===== src/rtl/fnd_scan_decoder_if.sv =====
// Bus bundle for the FND scan decoder: multiplexed 7-segment inputs plus the rebuilt frame and status outputs.
// The decoder uses the slave view; a display driver model or bench uses the master view.
interface fnd_scan_decoder_if;
    logic [3:0]  fnd_digit;
    logic [7:0]  fnd_data;
    logic [15:0] o_digits;
    logic [3:0]  o_dp;
    logic [3:0]  o_blank;
    logic        o_frame_valid;
    logic        o_seg_err;
    logic        o_sel_err;
    logic        o_timeout;
    logic [1:0]  dbg_state;

    modport slave (
        input  fnd_digit, fnd_data,
        output o_digits, o_dp, o_blank, o_frame_valid, o_seg_err, o_sel_err, o_timeout, dbg_state
    );

    modport master (
        output fnd_digit, fnd_data,
        input  o_digits, o_dp, o_blank, o_frame_valid, o_seg_err, o_sel_err, o_timeout, dbg_state
    );
endinterface


===== src/rtl/fnd_scan_decoder.sv =====
// Samples a multiplexed active-low 7-segment bus, rebuilds the four hex digits and reports each complete frame.
// Optional FND_DEC_CHANGE_ONLY_EN: publish (and pulse o_frame_valid) only when the frame differs from the outputs.
module fnd_scan_decoder #(
    parameter int SETTLE_CYCLES  = 4,
    parameter int TIMEOUT_CYCLES = 1_000_000
) (
    input  logic              clk,
    input  logic              reset,
    fnd_scan_decoder_if.slave bus
);
    localparam int TW = $clog2(TIMEOUT_CYCLES + 1);
    localparam logic [7:0]    ACC_AT  = 8'(SETTLE_CYCLES - 2);
    localparam logic [7:0]    HOLD_AT = 8'(SETTLE_CYCLES - 1);
    localparam logic [TW-1:0] TMO_MAX = TW'(TIMEOUT_CYCLES);

    typedef enum logic [1:0] {IDLE = 2'd0, COLLECT = 2'd1, PUBLISH = 2'd2} state_e;

    state_e        state_q, state_d;
    logic [3:0]    r_sel_q, r_sel_d;
    logic [7:0]    r_seg_q, r_seg_d;
    logic [11:0]   prev_q, prev_d;
    logic [7:0]    cnt_q, cnt_d;
    logic [3:0]    seen_q, seen_d;
    logic [15:0]   sh_dig_q, sh_dig_d;
    logic [3:0]    sh_dp_q, sh_dp_d;
    logic [3:0]    sh_blank_q, sh_blank_d;
    logic [15:0]   dig_q, dig_d;
    logic [3:0]    dp_q, dp_d;
    logic [3:0]    blank_q, blank_d;
    logic          fv_q, fv_d;
    logic          seg_err_q, seg_err_d;
    logic          sel_err_q, sel_err_d;
    logic [TW-1:0] tmo_q, tmo_d;

    logic [3:0] nib;
    logic       glyph_blank;
    logic       legal;
    logic [1:0] idx;
    logic       sel_one;
    logic       sel_idle;
    logic       changed;
    logic       accept;
    logic       publish_upd;
    logic [3:0] seen_acc;

    always_comb begin
        nib         = 4'h0;
        glyph_blank = 1'b0;
        legal       = 1'b1;
        case (r_seg_q[6:0])
            7'h40: nib = 4'h0;
            7'h79: nib = 4'h1;
            7'h24: nib = 4'h2;
            7'h30: nib = 4'h3;
            7'h19: nib = 4'h4;
            7'h12: nib = 4'h5;
            7'h02: nib = 4'h6;
            7'h78: nib = 4'h7;
            7'h00: nib = 4'h8;
            7'h10: nib = 4'h9;
            7'h08: nib = 4'hA;
            7'h03: nib = 4'hB;
            7'h46: nib = 4'hC;
            7'h21: nib = 4'hD;
            7'h06: nib = 4'hE;
            7'h0E: nib = 4'hF;
            7'h7F: glyph_blank = 1'b1;
            default: legal = 1'b0;
        endcase
    end

    always_comb begin
        sel_one = 1'b1;
        idx     = 2'd0;
        case (r_sel_q)
            4'hE: idx = 2'd0;
            4'hD: idx = 2'd1;
            4'hB: idx = 2'd2;
            4'h7: idx = 2'd3;
            default: sel_one = 1'b0;
        endcase
    end

    assign sel_idle = (r_sel_q == 4'hF);
    assign changed  = ({r_sel_q, r_seg_q} != prev_q);
    // One accept per dwell: fires only on the step into HOLD_AT, where the counter then parks.
    assign accept   = sel_one && !changed && (cnt_q == ACC_AT);
    assign seen_acc = seen_q | ~r_sel_q;

`ifdef FND_DEC_CHANGE_ONLY_EN
    assign publish_upd = ({sh_dig_q, sh_dp_q, sh_blank_q} != {dig_q, dp_q, blank_q});
`else
    assign publish_upd = 1'b1;
`endif

    always_comb begin
        r_sel_d    = bus.fnd_digit;
        r_seg_d    = bus.fnd_data;
        prev_d     = {r_sel_q, r_seg_q};
        state_d    = state_q;
        seen_d     = seen_q;
        sh_dig_d   = sh_dig_q;
        sh_dp_d    = sh_dp_q;
        sh_blank_d = sh_blank_q;
        dig_d      = dig_q;
        dp_d       = dp_q;
        blank_d    = blank_q;
        fv_d       = 1'b0;
        seg_err_d  = accept && !legal;
        sel_err_d  = !sel_idle && !sel_one && (r_sel_q != prev_q[11:8]);

        if (changed || sel_idle) begin
            cnt_d = 8'd0;
        end else if (cnt_q != HOLD_AT) begin
            cnt_d = cnt_q + 8'd1;
        end else begin
            cnt_d = cnt_q;
        end

        for (int i = 0; i < 4; i++) begin
            if (accept && idx == 2'(i)) begin
                sh_dig_d[4*i +: 4] = nib;
                sh_dp_d[i]         = ~r_seg_q[7];
                sh_blank_d[i]      = glyph_blank;
            end
        end

        case (state_q)
            IDLE, COLLECT: begin
                if (accept) begin
                    seen_d  = seen_acc;
                    state_d = (seen_acc == 4'hF) ? PUBLISH : COLLECT;
                end
            end
            PUBLISH: begin
                if (publish_upd) begin
                    dig_d   = sh_dig_q;
                    dp_d    = sh_dp_q;
                    blank_d = sh_blank_q;
                    fv_d    = 1'b1;
                end
                seen_d  = accept ? ~r_sel_q : 4'h0;
                state_d = accept ? COLLECT : IDLE;
            end
            default: state_d = IDLE;
        endcase

        // Publishing always restarts the watchdog, so a frame landing on expiry wins.
        if (state_q == PUBLISH) begin
            tmo_d = '0;
        end else if (tmo_q == TMO_MAX) begin
            tmo_d = tmo_q;
        end else begin
            tmo_d = tmo_q + 1'b1;
        end
    end

    always_ff @(posedge clk or negedge reset) begin
        if (!reset) begin
            state_q    <= IDLE;
            r_sel_q    <= 4'hF;
            r_seg_q    <= 8'hFF;
            prev_q     <= 12'hFFF;
            cnt_q      <= 8'd0;
            seen_q     <= 4'h0;
            sh_dig_q   <= 16'h0;
            sh_dp_q    <= 4'h0;
            sh_blank_q <= 4'h0;
            dig_q      <= 16'h0;
            dp_q       <= 4'h0;
            blank_q    <= 4'h0;
            fv_q       <= 1'b0;
            seg_err_q  <= 1'b0;
            sel_err_q  <= 1'b0;
            tmo_q      <= '0;
        end else begin
            state_q    <= state_d;
            r_sel_q    <= r_sel_d;
            r_seg_q    <= r_seg_d;
            prev_q     <= prev_d;
            cnt_q      <= cnt_d;
            seen_q     <= seen_d;
            sh_dig_q   <= sh_dig_d;
            sh_dp_q    <= sh_dp_d;
            sh_blank_q <= sh_blank_d;
            dig_q      <= dig_d;
            dp_q       <= dp_d;
            blank_q    <= blank_d;
            fv_q       <= fv_d;
            seg_err_q  <= seg_err_d;
            sel_err_q  <= sel_err_d;
            tmo_q      <= tmo_d;
        end
    end

    assign bus.o_digits      = dig_q;
    assign bus.o_dp          = dp_q;
    assign bus.o_blank       = blank_q;
    assign bus.o_frame_valid = fv_q;
    assign bus.o_seg_err     = seg_err_q;
    assign bus.o_sel_err     = sel_err_q;
    assign bus.o_timeout     = (tmo_q == TMO_MAX);
    assign bus.dbg_state     = state_q;
endmodule


===== src/flat_wrapper.sv =====
// flat-port wrapper written by rule: the top's interface ports become plain ports
module fnd_scan_decoder_flat 
#(
    parameter int SETTLE_CYCLES  = 4,
    parameter int TIMEOUT_CYCLES = 1_000_000
)
  (clk, reset, bus_fnd_digit, bus_fnd_data, bus_o_digits, bus_o_dp, bus_o_blank, bus_o_frame_valid, bus_o_seg_err, bus_o_sel_err, bus_o_timeout, bus_dbg_state);
  fnd_scan_decoder_if bus_i ();
  input  logic clk;
  input  logic reset;
  input wire logic [$bits(bus_i.fnd_digit)-1:0] bus_fnd_digit;
  input wire logic [$bits(bus_i.fnd_data)-1:0] bus_fnd_data;
  output wire logic [$bits(bus_i.o_digits)-1:0] bus_o_digits;
  output wire logic [$bits(bus_i.o_dp)-1:0] bus_o_dp;
  output wire logic [$bits(bus_i.o_blank)-1:0] bus_o_blank;
  output wire logic [$bits(bus_i.o_frame_valid)-1:0] bus_o_frame_valid;
  output wire logic [$bits(bus_i.o_seg_err)-1:0] bus_o_seg_err;
  output wire logic [$bits(bus_i.o_sel_err)-1:0] bus_o_sel_err;
  output wire logic [$bits(bus_i.o_timeout)-1:0] bus_o_timeout;
  output wire logic [$bits(bus_i.dbg_state)-1:0] bus_dbg_state;
  assign bus_i.fnd_digit = bus_fnd_digit;
  assign bus_i.fnd_data = bus_fnd_data;
  assign bus_o_digits = bus_i.o_digits;
  assign bus_o_dp = bus_i.o_dp;
  assign bus_o_blank = bus_i.o_blank;
  assign bus_o_frame_valid = bus_i.o_frame_valid;
  assign bus_o_seg_err = bus_i.o_seg_err;
  assign bus_o_sel_err = bus_i.o_sel_err;
  assign bus_o_timeout = bus_i.o_timeout;
  assign bus_dbg_state = bus_i.dbg_state;
  fnd_scan_decoder #(.SETTLE_CYCLES(SETTLE_CYCLES), .TIMEOUT_CYCLES(TIMEOUT_CYCLES)) u_core (.clk(clk), .reset(reset), .bus(bus_i));
endmodule

===== config.mk =====
export PLATFORM = sky130hd
export DESIGN_NAME = fnd_scan_decoder_flat
export DESIGN_NICKNAME = d
export VERILOG_FILES = /design/src/rtl/fnd_scan_decoder_if.sv /design/src/rtl/fnd_scan_decoder.sv /design/src/flat_wrapper.sv
export SDC_FILE = /design/constraint.sdc
export NUM_CORES = 1
export LEC_CHECK = 0
export ABC_AREA = 1
export ABC_CLOCK_PERIOD_IN_PS = 1610
export CORE_AREA = 2 2 202 105
export CTS_BUF_LIST = sky130_fd_sc_hd__clkbuf_4
export CTS_CLUSTER_DIAMETER = 200
export DETAILED_ROUTE_END_ITERATION = 7
export DIE_AREA = 0 0 204 107
export PLACE_DENSITY_LB_ADDON = 0.08
export SYNTH_ARGS = -nofsm -noshare
export SYNTH_HDL_FRONTEND = slang
export SYNTH_SLANG_ARGS = --single-unit
export TNS_END_PERCENT = 20

===== constraint.sdc =====
create_clock -name clk -period 1.61 [get_ports clk]
set_input_delay 0.2415 -clock clk [delete_from_list [all_inputs] [get_ports clk]]
set_output_delay 0.2415 -clock clk [all_outputs]
set_load 0.005 [all_outputs]

==> summary.md <==
| Metric | Value |
|---|---|
| GRT Util Overall | `13.40%` |
| DR DRC count | `0` |
| Crit Reg-Reg Startpoint | `u_core.r_sel_q[2]$_DFF_PN1_` |
| Worst EP required | `1370 ps` |
| Slew Limit Fails | `0` |
| Switch Pwr | `1.175 mW` |
| Filler cells | `2,132` |
| Final Hold Viols | `0` |
| Hpwl dp | `9707 um` |
| IO Pins | `44` |
| Grt ovf | `0` |
| Final period util | `114.3%` |
| CTS clock-pin slew for the worst setup and hold paths | `190 ps` |
| Worst-path fanout max | `2` |
| Total CTS buffers | `9` |
| Final Setup Violations | `41` |
| Util after Layout | `33.88%` |
| # clock sinks | `109` |
| TritonCTS clock tree | `built` |
| Switching Share | `26.44%` |
| Synth Net Count | `600` |
| Synth Register Bits | `109` |
| CP startpoint | `u_core.tmo_q[10]$_DFFE_PN0P_` |
| Cells after synthesis | `582` |
| Critical path class | `reg2out` |
| Post-route setup slack | `-230.9 ps` |
| Clock power frac | `29.1%` |
| Violated checks | `setup timing` |
| Vias per inst | `4.210` |
| HP Start | `bus_fnd_data[4]` |
| Yosys cell types | `34` |
| Initial antenna violation count | `0` |
| Maximum clock path buffer count | `2` |
| Final ANT Viol Nets | `0` |
| CP max-delay cell | `dfrtp_1` |
| Critical path, cell by cell | `nor2_2 > nand2_2 > nor2_2 > nand4_1 > nor4_2 > buf_2` |
| # diodes | `0` |
| GPL Wtd Cong | `0.8333` |
| Crit start category | `flop` |
| Core area | `20,090 um^2` |
| Avg Inst Size Synth | `8.436 um^2` |
| Routed WL | `13,360 um` |
| Layout area overhead | `38.66%` |
| Initial DRC Count | `182` |
| RSZ-0062 raised after global routing | `yes` |
| Worst Hold Class | `in2reg` |
| Final instance area | `6808 um^2` |
| Final Skew | `30.22 ps` |
| Worst-Margin Slew | `373.1 ps` |
| First-pass GRT wire length | `22,860 um` |
| Vias in the first global route | `4,433` |
| Worst Path Arrival | `1600 ps` |
| Max Freq | `543.2 MHz` |
| CP top delay family | `simple AND/OR/NAND/NOR gates` |
| Hold Worst Slack | `125.0 ps` |
| Total die area | `21,830 um^2` |
| # Max-Cap Violations | `0` |
| Largest net degree at the start of global routing | `46` |
| Slew margin rel. | `74.93%` |
| Die width | `204 um` |
| Initial cell density of the core | `24.44%` |
| CP bufs+invs | `1` |
| FF-to-FF setup slack | `-220 ps` |
| Via count | `4,235` |
| TritonRoute pass-1 iters | `5` |
| Part of the power in combinational logic | `7.3%` |
| Critical path endpoint category | `output pin` |
| Num rows | `37` |
| Cell mode on critical path | `nor2_2` |
| Peak supply drop | `0.3289 mV` |
| PortBufs | `43` |
| Pre-CTS worst setup slack | `-273.9 ps` |
| Sequential fraction of design power | `63.5%` |
| Wire per inst | `13.28 um` |
| Final min period | `1841 ps` |
| Internal | `3.270 mW` |
| Die height | `107 um` |
| Fraction of layout cells with a size suffix above 1 | `29.60%` |
| Leak | `3.410 nW` |
| Ys Warns | `0` |
| Status | `finished with violations` |
| Power Total | `4.445 mW` |
| # H-tree levels | `3` |
| Max incr delay on CP | `420 ps` |
| Synth Cell Area | `4910 um^2` |
| Seq/Total Area, Yosys | `56.17%` |
| CTS Root Buffer Type | `clkbuf_4` |
| Net count, final | `746` |
| Clk_lat worst skew | `490 ps` |
| Pwr Density | `652.9 nW/um^2` |
| Post-place instance area | `6330 um^2` |
==> through the flow <==
step | setup TNS [ps] | std cells
floorplan | -17.83 | 582
global placement | -5952 | 974
detailed placement | -6279 | 974
CTS | -5786 | 1003
global route | -11750 | 1006
finish | -6136 | 1006
==> sequential cells by signal (all words and copies together) (netlist names), 8 cells and up <==
signal               flops
u_core.tmo_q            20
u_core.bus.o_digits     16
u_core.sh_dig_q         16
u_core.prev_q           12
u_core.cnt_q             8
u_core.r_seg_q           8
==> layout make-up <==
cell class / count / area (um^2) / area share (%)
clock buffers: 9 / 67.56 / 0.9925
clock inverters: 7 / 50.05 / 0.7352
inverters: 67 / 254.0 / 3.731
multi-input cells: 395 / 2091 / 30.71
flip-flops and latches: 109 / 2759 / 40.53
well taps: 273 / 341.6 / 5.017
repair buffers: 146 / 1245 / 18.29
==> logic make-up (layout without fill, tap and decap cells) <==
group,after synthesis,after routing,share of synthesized area [%]
flip-flops,109,109,56.17
AND/OR/NAND/NOR,308,308,27.22
AO/OA/AOI/OAI,72,72,7.595
buffers and inverters,78,229,6.040
XOR/XNOR,11,11,1.962
adder cells (fa/ha/maj),4,4,1.019
==> power by group through the flow <==
stage	registers [mW]	clock network, mW	logic [mW]
after CTS	2.83	1.41	0.320
final	2.82	1.30	0.326
after detailed placement	2.87	0	0.299
after global routing	2.83	1.49	0.370
after global placement	2.87	0	0.295
after floorplan	2.87	0	0.0948
==> synthesized netlist by cell type, drive strengths merged <==
master,instances,area (um^2)
nor4,4,25.02
nor2,62,247.7
dfrtp,85,2127
clkbuf,8,30.03
xor2,8,70.07
o21ai,49,245.2
buf,3,15.01
xnor2,3,26.28
a21oi,19,98.85
nand4,18,118.9
or2,1,6.260
o211ai,1,7.510
a31oi,1,6.260
nor3b,2,20.02
o22ai,1,6.260
nand3,28,150.1
and3b,1,8.760
inv,67,251.5
and3,2,12.51
and2,1,8.760
ha,4,50.05
dfstp,24,630.6
nand2,176,668.1
a2bb2oi,1,8.760
nor3,13,70.07
==> placed cells by master (no fill, tap or decap), types with 3 or more instances in the layout <==
cell	netlist	routed
inv_1	62	54
a21oi_1	18	16
xor2_1	8	8
nand2_1	175	159
buf_6	0	10
o21ai_0	31	23
ha_1	4	3
clkbuf_4	0	9
nand2_2	0	15
buf_12	0	3
nand4_1	17	17
nor2_2	0	10
nand3_2	2	3
nor3_1	12	6
dlygate4sd2_1	0	29
dfrtp_1	85	84
dfstp_2	24	24
nor2_1	60	48
nor3_2	1	5
inv_2	5	12
buf_4	0	89
o21ai_2	0	4
nor2_4	2	4
nor4_2	0	4
o21ai_1	18	22
nand3_1	26	23
xnor2_1	3	3
clkdlybuf4s50_1	0	12
==> routing by layer <==
metal	wire [um]	part of all wire, %	track usage [%]	vias up
met5	0	0	0	-
met4	96	0.72	2.899	0
met3	473	3.5	3.283	10
met2	5390	40	19.14	51
met1	7403	55	20.18	2003
li1	-	-	-	2171
==> path summary, 6_finish.rpt <==
kind	endpoint	cells past startpoint
worst max-delay path	bus_o_timeout	6
worst min-delay path	u_core.r_seg_q[4]$_DFF_PN1_	1
worst max register to register	u_core.sh_dig_q[11]$_DFFE_PN0P_	11
worst min register to register	u_core.prev_q[3]$_DFF_PN1_	0
max in group asynchronous	u_core.tmo_q[9]$_DFFE_PN0P_	3
min in group asynchronous	u_core.bus.o_digits[1]$_DFFE_PN0P_	2
==> timing repair <==
item / CTS / global route
hold buffers: 1 / 0
cloned: 1 / 0
hold endpoints to repair: 99 / 0
gates resized for setup: 73 / 47
buffers inserted: 11 / 3
setup endpoints to repair: 78 / 56
pin swaps: 13 / 19
(Power assumes the default switching activity.)
